`config.mk`:
```
export PLATFORM = sky130hd
export DESIGN_NAME = mem_ctrl_flat
export DESIGN_NICKNAME = d
export VERILOG_FILES = /design/src/rtl/mem_ctrl_pkg.sv /design/src/rtl/mem_ctrl_if.sv /design/src/rtl/mem_ctrl.sv /design/src/flat_wrapper.sv
export SDC_FILE = /design/constraint.sdc
export NUM_CORES = 1
export LEC_CHECK = 0
export BUFFER_PORTS_ARGS = -buffer_cell sky130_fd_sc_hd__buf_2
export CORE_MARGIN = 2
export CORE_UTILIZATION = 50
export DETAILED_ROUTE_END_ITERATION = 8
export PLACE_DENSITY = 0.84
export SYNTH_ARGS = -nofsm -noshare
export SYNTH_HDL_FRONTEND = slang
export SYNTH_SLANG_ARGS = --single-unit
```
`constraint.sdc`:
```
create_clock -name clk_in -period 4.87 [get_ports clk_in]
set_input_delay 0.7305 -clock clk_in [delete_from_list [all_inputs] [get_ports clk_in]]
set_output_delay 0.7305 -clock clk_in [all_outputs]
set_load 0.02 [all_outputs]
```
`src/rtl/mem_ctrl_pkg.sv`:
```
// mem_ctrl_pkg
// Shared types and constants for the memory controller.
// Contents:
//   mem_state_e   - controller FSM states (IDLE / READ / WRITE)
//   owner_e       - which requester owns the current transaction
//   MEM_SIZE_*    - LSU access size encodings
//   size_to_bytes - LSU size code to byte count (code 3 behaves as a word)
package mem_ctrl_pkg;

    localparam int ADDR_W = 32;
    localparam int DATA_W = 32;

    typedef enum logic [1:0] {
        MEM_STATE_IDLE  = 2'd0,
        MEM_STATE_READ  = 2'd1,
        MEM_STATE_WRITE = 2'd2
    } mem_state_e;

    typedef enum logic {
        OWNER_IFETCH = 1'b0,
        OWNER_LSU    = 1'b1
    } owner_e;

    localparam logic [1:0] MEM_SIZE_BYTE = 2'd0;
    localparam logic [1:0] MEM_SIZE_HALF = 2'd1;
    localparam logic [1:0] MEM_SIZE_WORD = 2'd2;

    function automatic logic [2:0] size_to_bytes(input logic [1:0] size);
        case (size)
            MEM_SIZE_BYTE: return 3'd1;
            MEM_SIZE_HALF: return 3'd2;
            default:       return 3'd4;
        endcase
    endfunction

endpackage

```
`src/rtl/mem_ctrl_if.sv`:
```
// mem_ctrl_if
// Bundles the core-side request/response signals and the 8-bit RAM bus of
// the memory controller.
//   master : the environment (fetch unit, LSU, ROB, RAM, UART status)
//   slave  : the controller itself
// Signals:
//   ifetch_enable_in/addr_in, ifetch_done_out/data_out   fetch port
//   lsu_enable_in/rw_flag_in/size_in/addr_in/data_in,
//   lsu_done_out/data_out                                 load/store port
//   roll_back_flag_from_rob                               pipeline flush
//   mem_din, mem_dout, mem_a, mem_wr                      RAM bus
//   io_buffer_full                                        UART buffer full
interface mem_ctrl_if;
    import mem_ctrl_pkg::*;

    logic                ifetch_enable_in;
    logic [ADDR_W-1:0]   ifetch_addr_in;
    logic                ifetch_done_out;
    logic [DATA_W-1:0]   ifetch_data_out;

    logic                lsu_enable_in;
    logic                lsu_rw_flag_in;
    logic [1:0]          lsu_size_in;
    logic [ADDR_W-1:0]   lsu_addr_in;
    logic [DATA_W-1:0]   lsu_data_in;
    logic                lsu_done_out;
    logic [DATA_W-1:0]   lsu_data_out;

    logic                roll_back_flag_from_rob;

    logic [7:0]          mem_din;
    logic [7:0]          mem_dout;
    logic [ADDR_W-1:0]   mem_a;
    logic                mem_wr;
    logic                io_buffer_full;

    modport master (
        output ifetch_enable_in, ifetch_addr_in,
        input  ifetch_done_out, ifetch_data_out,
        output lsu_enable_in, lsu_rw_flag_in, lsu_size_in, lsu_addr_in, lsu_data_in,
        input  lsu_done_out, lsu_data_out,
        output roll_back_flag_from_rob,
        output mem_din,
        input  mem_dout, mem_a, mem_wr,
        output io_buffer_full
    );

    modport slave (
        input  ifetch_enable_in, ifetch_addr_in,
        output ifetch_done_out, ifetch_data_out,
        input  lsu_enable_in, lsu_rw_flag_in, lsu_size_in, lsu_addr_in, lsu_data_in,
        output lsu_done_out, lsu_data_out,
        input  roll_back_flag_from_rob,
        input  mem_din,
        output mem_dout, mem_a, mem_wr,
        input  io_buffer_full
    );

endinterface

```
`src/rtl/mem_ctrl.sv`:
```
// mem_ctrl
// Arbitrates instruction fetch and the LSU onto a single-port 8-bit RAM,
// serialising each request into byte transfers and reassembling read data
// little-endian. Reads can be aborted by a rollback; writes always finish.
// Ports:
//   clk_in  - clock
//   rst_in  - synchronous active-high reset
//   rdy_in  - global ready; low freezes every register
//   bus     - mem_ctrl_if.slave (fetch port, LSU port, rollback, RAM bus)
// Build option:
//   IO_BUFFER_STALL_EN - when defined, writes to the IO page
//                        (address bits [17:16] == 2'b11) wait while
//                        io_buffer_full is high; otherwise it is ignored.
//
// state           | meaning
// MEM_STATE_IDLE  | bus parked (mem_a = 0, mem_wr = 0), arbitrating
// MEM_STATE_READ  | issuing addresses / capturing mem_din for a read
// MEM_STATE_WRITE | issuing byte writes for an LSU store
//
// stage counts bytes already placed on the bus. The grant edge puts byte 0
// on the bus, so a transaction of n bytes finishes n edges after the grant.
module mem_ctrl
    import mem_ctrl_pkg::*;
(
    input  logic      clk_in,
    input  logic      rst_in,
    input  logic      rdy_in,
    mem_ctrl_if.slave bus
);

    mem_state_e  state_q, state_d;
    logic [2:0]  stage_q, stage_d;
    logic [2:0]  nbytes_q, nbytes_d;
    owner_e      owner_q, owner_d;
    owner_e      last_grant_q, last_grant_d;
    logic [31:0] base_q, base_d;
    logic [31:0] wdata_q, wdata_d;
    logic [31:0] rbuf_q, rbuf_d;
    logic [31:0] mem_a_q, mem_a_d;
    logic [7:0]  mem_dout_q, mem_dout_d;
    logic        mem_wr_q, mem_wr_d;
    logic        ifetch_done_q, ifetch_done_d;
    logic [31:0] ifetch_data_q, ifetch_data_d;
    logic        lsu_done_q, lsu_done_d;
    logic [31:0] lsu_data_q, lsu_data_d;

    logic io_full;
`ifdef IO_BUFFER_STALL_EN
    assign io_full = bus.io_buffer_full;
`else
    logic unused_io_full;
    assign unused_io_full = bus.io_buffer_full;
    assign io_full        = 1'b0;
`endif

    // Arbitration: on a tie the requester not granted last wins.
    logic        pick_lsu;
    logic        g_read;
    logic [31:0] g_addr;
    logic [2:0]  g_n;
    logic        g_stall;

    assign pick_lsu = bus.lsu_enable_in &
                      (~bus.ifetch_enable_in | (last_grant_q == OWNER_IFETCH));
    assign g_read   = pick_lsu ? bus.lsu_rw_flag_in : 1'b1;
    assign g_addr   = pick_lsu ? bus.lsu_addr_in : bus.ifetch_addr_in;
    assign g_n      = pick_lsu ? size_to_bytes(bus.lsu_size_in) : 3'd4;
    assign g_stall  = io_full & (g_addr[17:16] == 2'b11);

    logic [31:0] issue_addr;
    logic [31:0] wshift;
    logic [1:0]  rd_idx;
    logic [31:0] rd_word;
    logic        w_stall;

    assign issue_addr = base_q + {29'd0, stage_q};
    assign wshift     = wdata_q >> {stage_q, 3'b000};
    assign w_stall    = io_full & (issue_addr[17:16] == 2'b11);
    // mem_din belongs to the address on the bus now, i.e. byte stage-1.
    assign rd_idx     = stage_q[1:0] - 2'd1;
    assign rd_word    = rbuf_q | ({24'd0, bus.mem_din} << {rd_idx, 3'b000});

    always_comb begin
        state_d       = state_q;
        stage_d       = stage_q;
        nbytes_d      = nbytes_q;
        owner_d       = owner_q;
        last_grant_d  = last_grant_q;
        base_d        = base_q;
        wdata_d       = wdata_q;
        rbuf_d        = rbuf_q;
        mem_a_d       = mem_a_q;
        mem_dout_d    = mem_dout_q;
        mem_wr_d      = 1'b0;
        ifetch_done_d = 1'b0;
        ifetch_data_d = ifetch_data_q;
        lsu_done_d    = 1'b0;
        lsu_data_d    = lsu_data_q;

        case (state_q)
            MEM_STATE_IDLE: begin
                mem_a_d = '0;
                if (!bus.roll_back_flag_from_rob && !ifetch_done_q && !lsu_done_q &&
                    (bus.ifetch_enable_in || bus.lsu_enable_in)) begin
                    owner_d      = pick_lsu ? OWNER_LSU : OWNER_IFETCH;
                    last_grant_d = pick_lsu ? OWNER_LSU : OWNER_IFETCH;
                    base_d       = g_addr;
                    nbytes_d     = g_n;
                    wdata_d      = bus.lsu_data_in;
                    rbuf_d       = '0;
                    mem_a_d      = g_addr;
                    stage_d      = 3'd1;
                    if (g_read) begin
                        state_d = MEM_STATE_READ;
                    end else begin
                        state_d    = MEM_STATE_WRITE;
                        mem_dout_d = bus.lsu_data_in[7:0];
                        if (g_stall) begin
                            stage_d = 3'd0;
                        end else begin
                            mem_wr_d = 1'b1;
                        end
                    end
                end
            end

            MEM_STATE_READ: begin
                if (bus.roll_back_flag_from_rob) begin
                    state_d = MEM_STATE_IDLE;
                    stage_d = 3'd0;
                    mem_a_d = '0;
                end else begin
                    rbuf_d = rd_word;
                    if (stage_q < nbytes_q) begin
                        mem_a_d = issue_addr;
                        stage_d = stage_q + 3'd1;
                    end else begin
                        state_d = MEM_STATE_IDLE;
                        stage_d = 3'd0;
                        mem_a_d = '0;
                        if (owner_q == OWNER_IFETCH) begin
                            ifetch_done_d = 1'b1;
                            ifetch_data_d = rd_word;
                        end else begin
                            lsu_done_d = 1'b1;
                            lsu_data_d = rd_word;
                        end
                    end
                end
            end

            MEM_STATE_WRITE: begin
                if (stage_q < nbytes_q) begin
                    mem_a_d    = issue_addr;
                    mem_dout_d = wshift[7:0];
                    if (!w_stall) begin
                        mem_wr_d = 1'b1;
                        stage_d  = stage_q + 3'd1;
                    end
                end else begin
                    state_d    = MEM_STATE_IDLE;
                    stage_d    = 3'd0;
                    mem_a_d    = '0;
                    lsu_done_d = 1'b1;
                end
            end

            default: begin
                state_d = MEM_STATE_IDLE;
                stage_d = 3'd0;
                mem_a_d = '0;
            end
        endcase
    end

    always_ff @(posedge clk_in) begin
        if (rst_in) begin
            state_q       <= MEM_STATE_IDLE;
            stage_q       <= 3'd0;
            nbytes_q      <= 3'd0;
            owner_q       <= OWNER_IFETCH;
            last_grant_q  <= OWNER_IFETCH;
            base_q        <= '0;
            wdata_q       <= '0;
            rbuf_q        <= '0;
            mem_a_q       <= '0;
            mem_dout_q    <= '0;
            mem_wr_q      <= 1'b0;
            ifetch_done_q <= 1'b0;
            ifetch_data_q <= '0;
            lsu_done_q    <= 1'b0;
            lsu_data_q    <= '0;
        end else if (rdy_in) begin
            state_q       <= state_d;
            stage_q       <= stage_d;
            nbytes_q      <= nbytes_d;
            owner_q       <= owner_d;
            last_grant_q  <= last_grant_d;
            base_q        <= base_d;
            wdata_q       <= wdata_d;
            rbuf_q        <= rbuf_d;
            mem_a_q       <= mem_a_d;
            mem_dout_q    <= mem_dout_d;
            mem_wr_q      <= mem_wr_d;
            ifetch_done_q <= ifetch_done_d;
            ifetch_data_q <= ifetch_data_d;
            lsu_done_q    <= lsu_done_d;
            lsu_data_q    <= lsu_data_d;
        end
    end

    assign bus.mem_a           = mem_a_q;
    assign bus.mem_dout        = mem_dout_q;
    assign bus.mem_wr          = mem_wr_q;
    assign bus.ifetch_done_out = ifetch_done_q;
    assign bus.ifetch_data_out = ifetch_data_q;
    assign bus.lsu_done_out    = lsu_done_q;
    assign bus.lsu_data_out    = lsu_data_q;

endmodule

```
`src/flat_wrapper.sv`:
```
// flat-port wrapper written by rule: the top's interface ports become plain ports
module mem_ctrl_flat import mem_ctrl_pkg::*;
  (clk_in, rst_in, rdy_in, bus_ifetch_enable_in, bus_ifetch_addr_in, bus_ifetch_done_out, bus_ifetch_data_out, bus_lsu_enable_in, bus_lsu_rw_flag_in, bus_lsu_size_in, bus_lsu_addr_in, bus_lsu_data_in, bus_lsu_done_out, bus_lsu_data_out, bus_roll_back_flag_from_rob, bus_mem_din, bus_mem_dout, bus_mem_a, bus_mem_wr, bus_io_buffer_full);
  mem_ctrl_if bus_i ();
  input  logic clk_in;
  input  logic rst_in;
  input  logic rdy_in;
  input wire logic [$bits(bus_i.ifetch_enable_in)-1:0] bus_ifetch_enable_in;
  input wire logic [$bits(bus_i.ifetch_addr_in)-1:0] bus_ifetch_addr_in;
  output wire logic [$bits(bus_i.ifetch_done_out)-1:0] bus_ifetch_done_out;
  output wire logic [$bits(bus_i.ifetch_data_out)-1:0] bus_ifetch_data_out;
  input wire logic [$bits(bus_i.lsu_enable_in)-1:0] bus_lsu_enable_in;
  input wire logic [$bits(bus_i.lsu_rw_flag_in)-1:0] bus_lsu_rw_flag_in;
  input wire logic [$bits(bus_i.lsu_size_in)-1:0] bus_lsu_size_in;
  input wire logic [$bits(bus_i.lsu_addr_in)-1:0] bus_lsu_addr_in;
  input wire logic [$bits(bus_i.lsu_data_in)-1:0] bus_lsu_data_in;
  output wire logic [$bits(bus_i.lsu_done_out)-1:0] bus_lsu_done_out;
  output wire logic [$bits(bus_i.lsu_data_out)-1:0] bus_lsu_data_out;
  input wire logic [$bits(bus_i.roll_back_flag_from_rob)-1:0] bus_roll_back_flag_from_rob;
  input wire logic [$bits(bus_i.mem_din)-1:0] bus_mem_din;
  output wire logic [$bits(bus_i.mem_dout)-1:0] bus_mem_dout;
  output wire logic [$bits(bus_i.mem_a)-1:0] bus_mem_a;
  output wire logic [$bits(bus_i.mem_wr)-1:0] bus_mem_wr;
  input wire logic [$bits(bus_i.io_buffer_full)-1:0] bus_io_buffer_full;
  assign bus_i.ifetch_enable_in = bus_ifetch_enable_in;
  assign bus_i.ifetch_addr_in = bus_ifetch_addr_in;
  assign bus_ifetch_done_out = bus_i.ifetch_done_out;
  assign bus_ifetch_data_out = bus_i.ifetch_data_out;
  assign bus_i.lsu_enable_in = bus_lsu_enable_in;
  assign bus_i.lsu_rw_flag_in = bus_lsu_rw_flag_in;
  assign bus_i.lsu_size_in = bus_lsu_size_in;
  assign bus_i.lsu_addr_in = bus_lsu_addr_in;
  assign bus_i.lsu_data_in = bus_lsu_data_in;
  assign bus_lsu_done_out = bus_i.lsu_done_out;
  assign bus_lsu_data_out = bus_i.lsu_data_out;
  assign bus_i.roll_back_flag_from_rob = bus_roll_back_flag_from_rob;
  assign bus_i.mem_din = bus_mem_din;
  assign bus_mem_dout = bus_i.mem_dout;
  assign bus_mem_a = bus_i.mem_a;
  assign bus_mem_wr = bus_i.mem_wr;
  assign bus_i.io_buffer_full = bus_io_buffer_full;
  mem_ctrl u_core (.clk_in(clk_in), .rst_in(rst_in), .rdy_in(rdy_in), .bus(bus_i));
endmodule
```
==> reports/qor.csv <==
stage,metric,value,unit
sta,Tmin final,3340,ps
route,drt first pass iters,7,
power_and_ir_drop,Lkg Pwr,0.00440,µW
synth,"area leader, netlist",dfxtp_1,
synth,"EDFF count, synth",0,
setup_path,Worst Setup EP,u_core.bus.mem_a[30],
global_route,first-pass GRT wire length,39200,µm
floorplan,Die Area,0.0198,mm²
synth,"Top FF cell, synth",dfxtp_1,
clocking,CTS tree,done,
job,max-cap violations,0,
sta,Fin. Hold Viols,0,
route,Post-DRT Antenna Nets,0,
synth,library cells used by synthesis,74,
global_route,number of global-route vias before repair,7963,
finish,Reg area,0.00424,mm²
synth,register bit total from synthesis,212,
sta,final setup violation count,0,
setup_path,flop2flop setup slack,1530,ps
setup_path,start point of the critical path,u_core.stage_q[0],
clocking,Root Buffer,clkbuf_16,
finish,Non-Filler Instances,1474,
finish,area grow syn2layout,19.7,%
finish,Final Instance Area,0.0112,mm²
route,routed vias,8454,
power_and_ir_drop,worst vdd ir,246,µV
clocking,# resized after CTS,0,
route,Vias/cell,5.74,
global_route,GRT Util Overall,23.5,%
synth,adder-cell share of the synthesized area,1.55,%
synth,Synth Cell Area,0.00935,mm²
finish,fill cell count,1594,
finish,layout cells sized above 1,24.6,%
synth,fraction of synthesized area in multiplexers,5.35,%
synth,post-synthesis simple-gate area fraction,18.1,%
clocking,CTS buffer count,23,
sta,crit share post-route,68.7,%
global_route,grt total ovfl,0,
route,total wire length,24300,µm
sta,"Slew Viols, Final",0,
clocking,Clock Latency Late Sink,510,ps
min_path,worst min-delay path class,flop to flop,
floorplan,# IOs,221,
route,DR WL/cell,16.5,µm
setup_path,Crit path required time,5310,ps
clocking,post-CTS setup buffers,0,
clocking,CTS H-tree depth,1,
clocking,number of sinks on the clock net,212,
setup_path,CP Max Fanout,17,
synth,Synth Area in XOR/XNOR,2.06,%
sta,Final TNS setup,0,ps
global_route,initial antenna violation count,1,
setup_path,Critical Path AT,3790,ps
synth,area share of the largest cell type after synthesis,45.4,%
setup_path,Startpoint Class,flop,
synth,Ys Warns,0,
place,gpl congestion,0.856,
setup_path,Worst Setup End Kind,flop,
synth,Synth Area in Compound Gates,22.0,%
synth,Synth area leaders,"dfxtp_1 (45%), a211oi_1 (8.3%), nor2_1 (6.6%)",
setup_path,worst r2r path cells,8,
place,Post-DP HPWL,16600,µm
sta,relative slew slack,22.0,%
outcome,outcome,"complete, no violations",
finish,nets@finish,1347,
floorplan,Core Region,0.0185,mm²
setup_path,Crit Reg-Reg Endpoint,u_core.bus.mem_a[30],
synth,Syn Inst Count,1059,
power_and_ir_drop,PD cells,368,mW/mm²
finish,multi-input logic area,0.00461,mm²
synth,largest family of logic cells by synthesized area,compound AO/OA/AOI/OAI gates,
floorplan,initial core utilization,50.5,%
clocking,Worst-path clk slew,60,ps
floorplan,site row count,50,
floorplan,Die H,141,µm
synth,ys async rst share,0,%
route,DRT iter0 DRCs,468,
synth,share of the yosys chip area belonging to registers,45.4,%
clocking,cts hold-fix bufs,0,
place,Placed Cells,1431,
sta,actual slew at the worst max-slew pin,1170,ps
min_path,hold path depth,2,
global_route,pin count of the biggest net entering global routing,109,
synth,Syn Nets,1184,
setup_path,Setup Crit Path Kind,flop to flop,
clocking,Max clock buf depth,3,
sta,achievable frequency,299,MHz
sta,Worst Clk Skew,10.0,ps
sta,RSZ-0062 raised after global routing,false,
setup_path,Crit Reg-Reg Startpoint,u_core.stage_q[0],
synth,Mean Syn Cell Area,8.83,µm²
place,number of port buffers,219,
route,Remaining DRCs,0,
sta,hold_ws,453,ps
floorplan,die width,141,µm
place,Area after DPL,0.0104,mm²
cells by family (layout without fill, tap and decap cells):
kind of cell	count (synthesis)	in the layout
xor+xnor	22	22
simple gates	362	362
buf+inv	108	288
flops	212	212
mux	40	40
compound gates	304	304
other cells	0	1
fa+ha+maj	11	11
flip-flops by register name, indices dropped and copies added, names as in the netlist:
register,flops
u_core.wdata_q,32
u_core.bus.mem_a,32
u_core.bus.mem_dout,8
u_core.stage_q,3
u_core.bus.lsu_done_out,1
u_core.bus.ifetch_data_out,32
u_core.owner_q,1
u_core.bus.ifetch_done_out,1
u_core.state_q,2
u_core.base_q,32
u_core.nbytes_q,3
u_core.bus.lsu_data_out,32
u_core.bus.mem_wr,1
u_core.rbuf_q,32
cell usage in the layout (no fill, tap or decap), types with 4 or more instances in the layout:
cell type and instances:
a211oi_1 104, a21oi_1 95, a22oi_1 4, a2bb2oi_1 4, a31oi_1 33, and2_1 4
buf_2 218, buf_4 10, bufinv_16 4, clkbuf_16 23, clkinv_2 7, dfxtp_1 212
ha_1 10, inv_1 17, mux2i_1 32, mux4_2 8, nand2_1 98, nand2b_1 5
nand3_1 14, nand4_1 12, nor2_1 165, nor2b_1 14, nor3_1 7, nor4_1 4
o21ai_0 19, o221ai_1 14, xnor2_1 9, xor2_1 13
critical path, cell delays in order (launching register included):
cell	delay, ps
dfxtp_1	980
ha_1	340
inv_1	70
fa_1	400
and2b_2	290
o2111ai_4	280
or4b_1	550
a21oi_1	180
o221a_1	190
cell usage after synthesis, types with 5 or more instances:
library cell / instances
nand2_1: 98
nand3_1: 14
a21oi_1: 95
ha_1: 10
xnor2_1: 9
dfxtp_1: 212
nor2_1: 165
nand4_1: 12
clkbuf_1: 42
nand2b_1: 5
nor3_1: 8
nor2b_1: 14
a31oi_1: 33
a211oi_1: 104
xor2_1: 13
clkbuf_2: 8
buf_2: 24
o221ai_1: 14
buf_4: 9
mux4_2: 8
mux2i_1: 32
o21ai_0: 19
inv_1: 17
layer usage:
metal | wire length, µm | share of wire [%] | vias up | global-route usage (%)
met1 | 10400 | 43 | 3930 | 30.9
met5 | 0 | 0 | - | 0
met4 | 783 | 3.2 | 0 | 8.68
li1 | - | - | 4159 | -
met2 | 11300 | 46 | 309 | 38.6
met3 | 1780 | 7.3 | 56 | 4.79
worst min path at each step:
stage	slack [ps]	from	end
2_1_floorplan	430	u_core.nbytes_q[1]	u_core.nbytes_q[1]
5_1_grt	460	bus_lsu_data_in[20]	u_core.wdata_q[20]
3_3_place_gp	440	u_core.wdata_q[1]	u_core.wdata_q[1]
3_5_place_dp	450	u_core.wdata_q[19]	u_core.wdata_q[19]
4_1_cts	450	bus_lsu_data_in[19]	u_core.wdata_q[19]
6_report	450	u_core.wdata_q[22]	u_core.wdata_q[22]
power by group:
| group | total, µW | internal [µW] | switching (µW) |
|---|---|---|---|
| registers | 1860 | 1800 | 57.6 |
| logic | 426 | 159 | 267 |
| clock network | 1840 | 1130 | 712 |
area by class of cell:
type | instances | area share [%]
multi-input combinational | 739 | 41.2
tap | 234 | 2.62
clock buffer | 28 | 5.58
inverter | 18 | 0.604
sequential | 212 | 37.9
timing repair buffer | 228 | 10.4
antenna | 1 | 0.0224
clock inverter | 14 | 1.63
through the flow:
step | worst slack, ps | power, µW | utilization [%]
after floorplan | 2410 | 2180 | -
after global routing | 1300 | 4280 | 60.5
after global placement | 1560 | 2300 | 56.1
after CTS | 1570 | 4150 | 60.4
after detailed placement | 1480 | 2320 | 56.1
final | 1530 | 4120 | 60.5
Power figures use the tool's default switching activity.
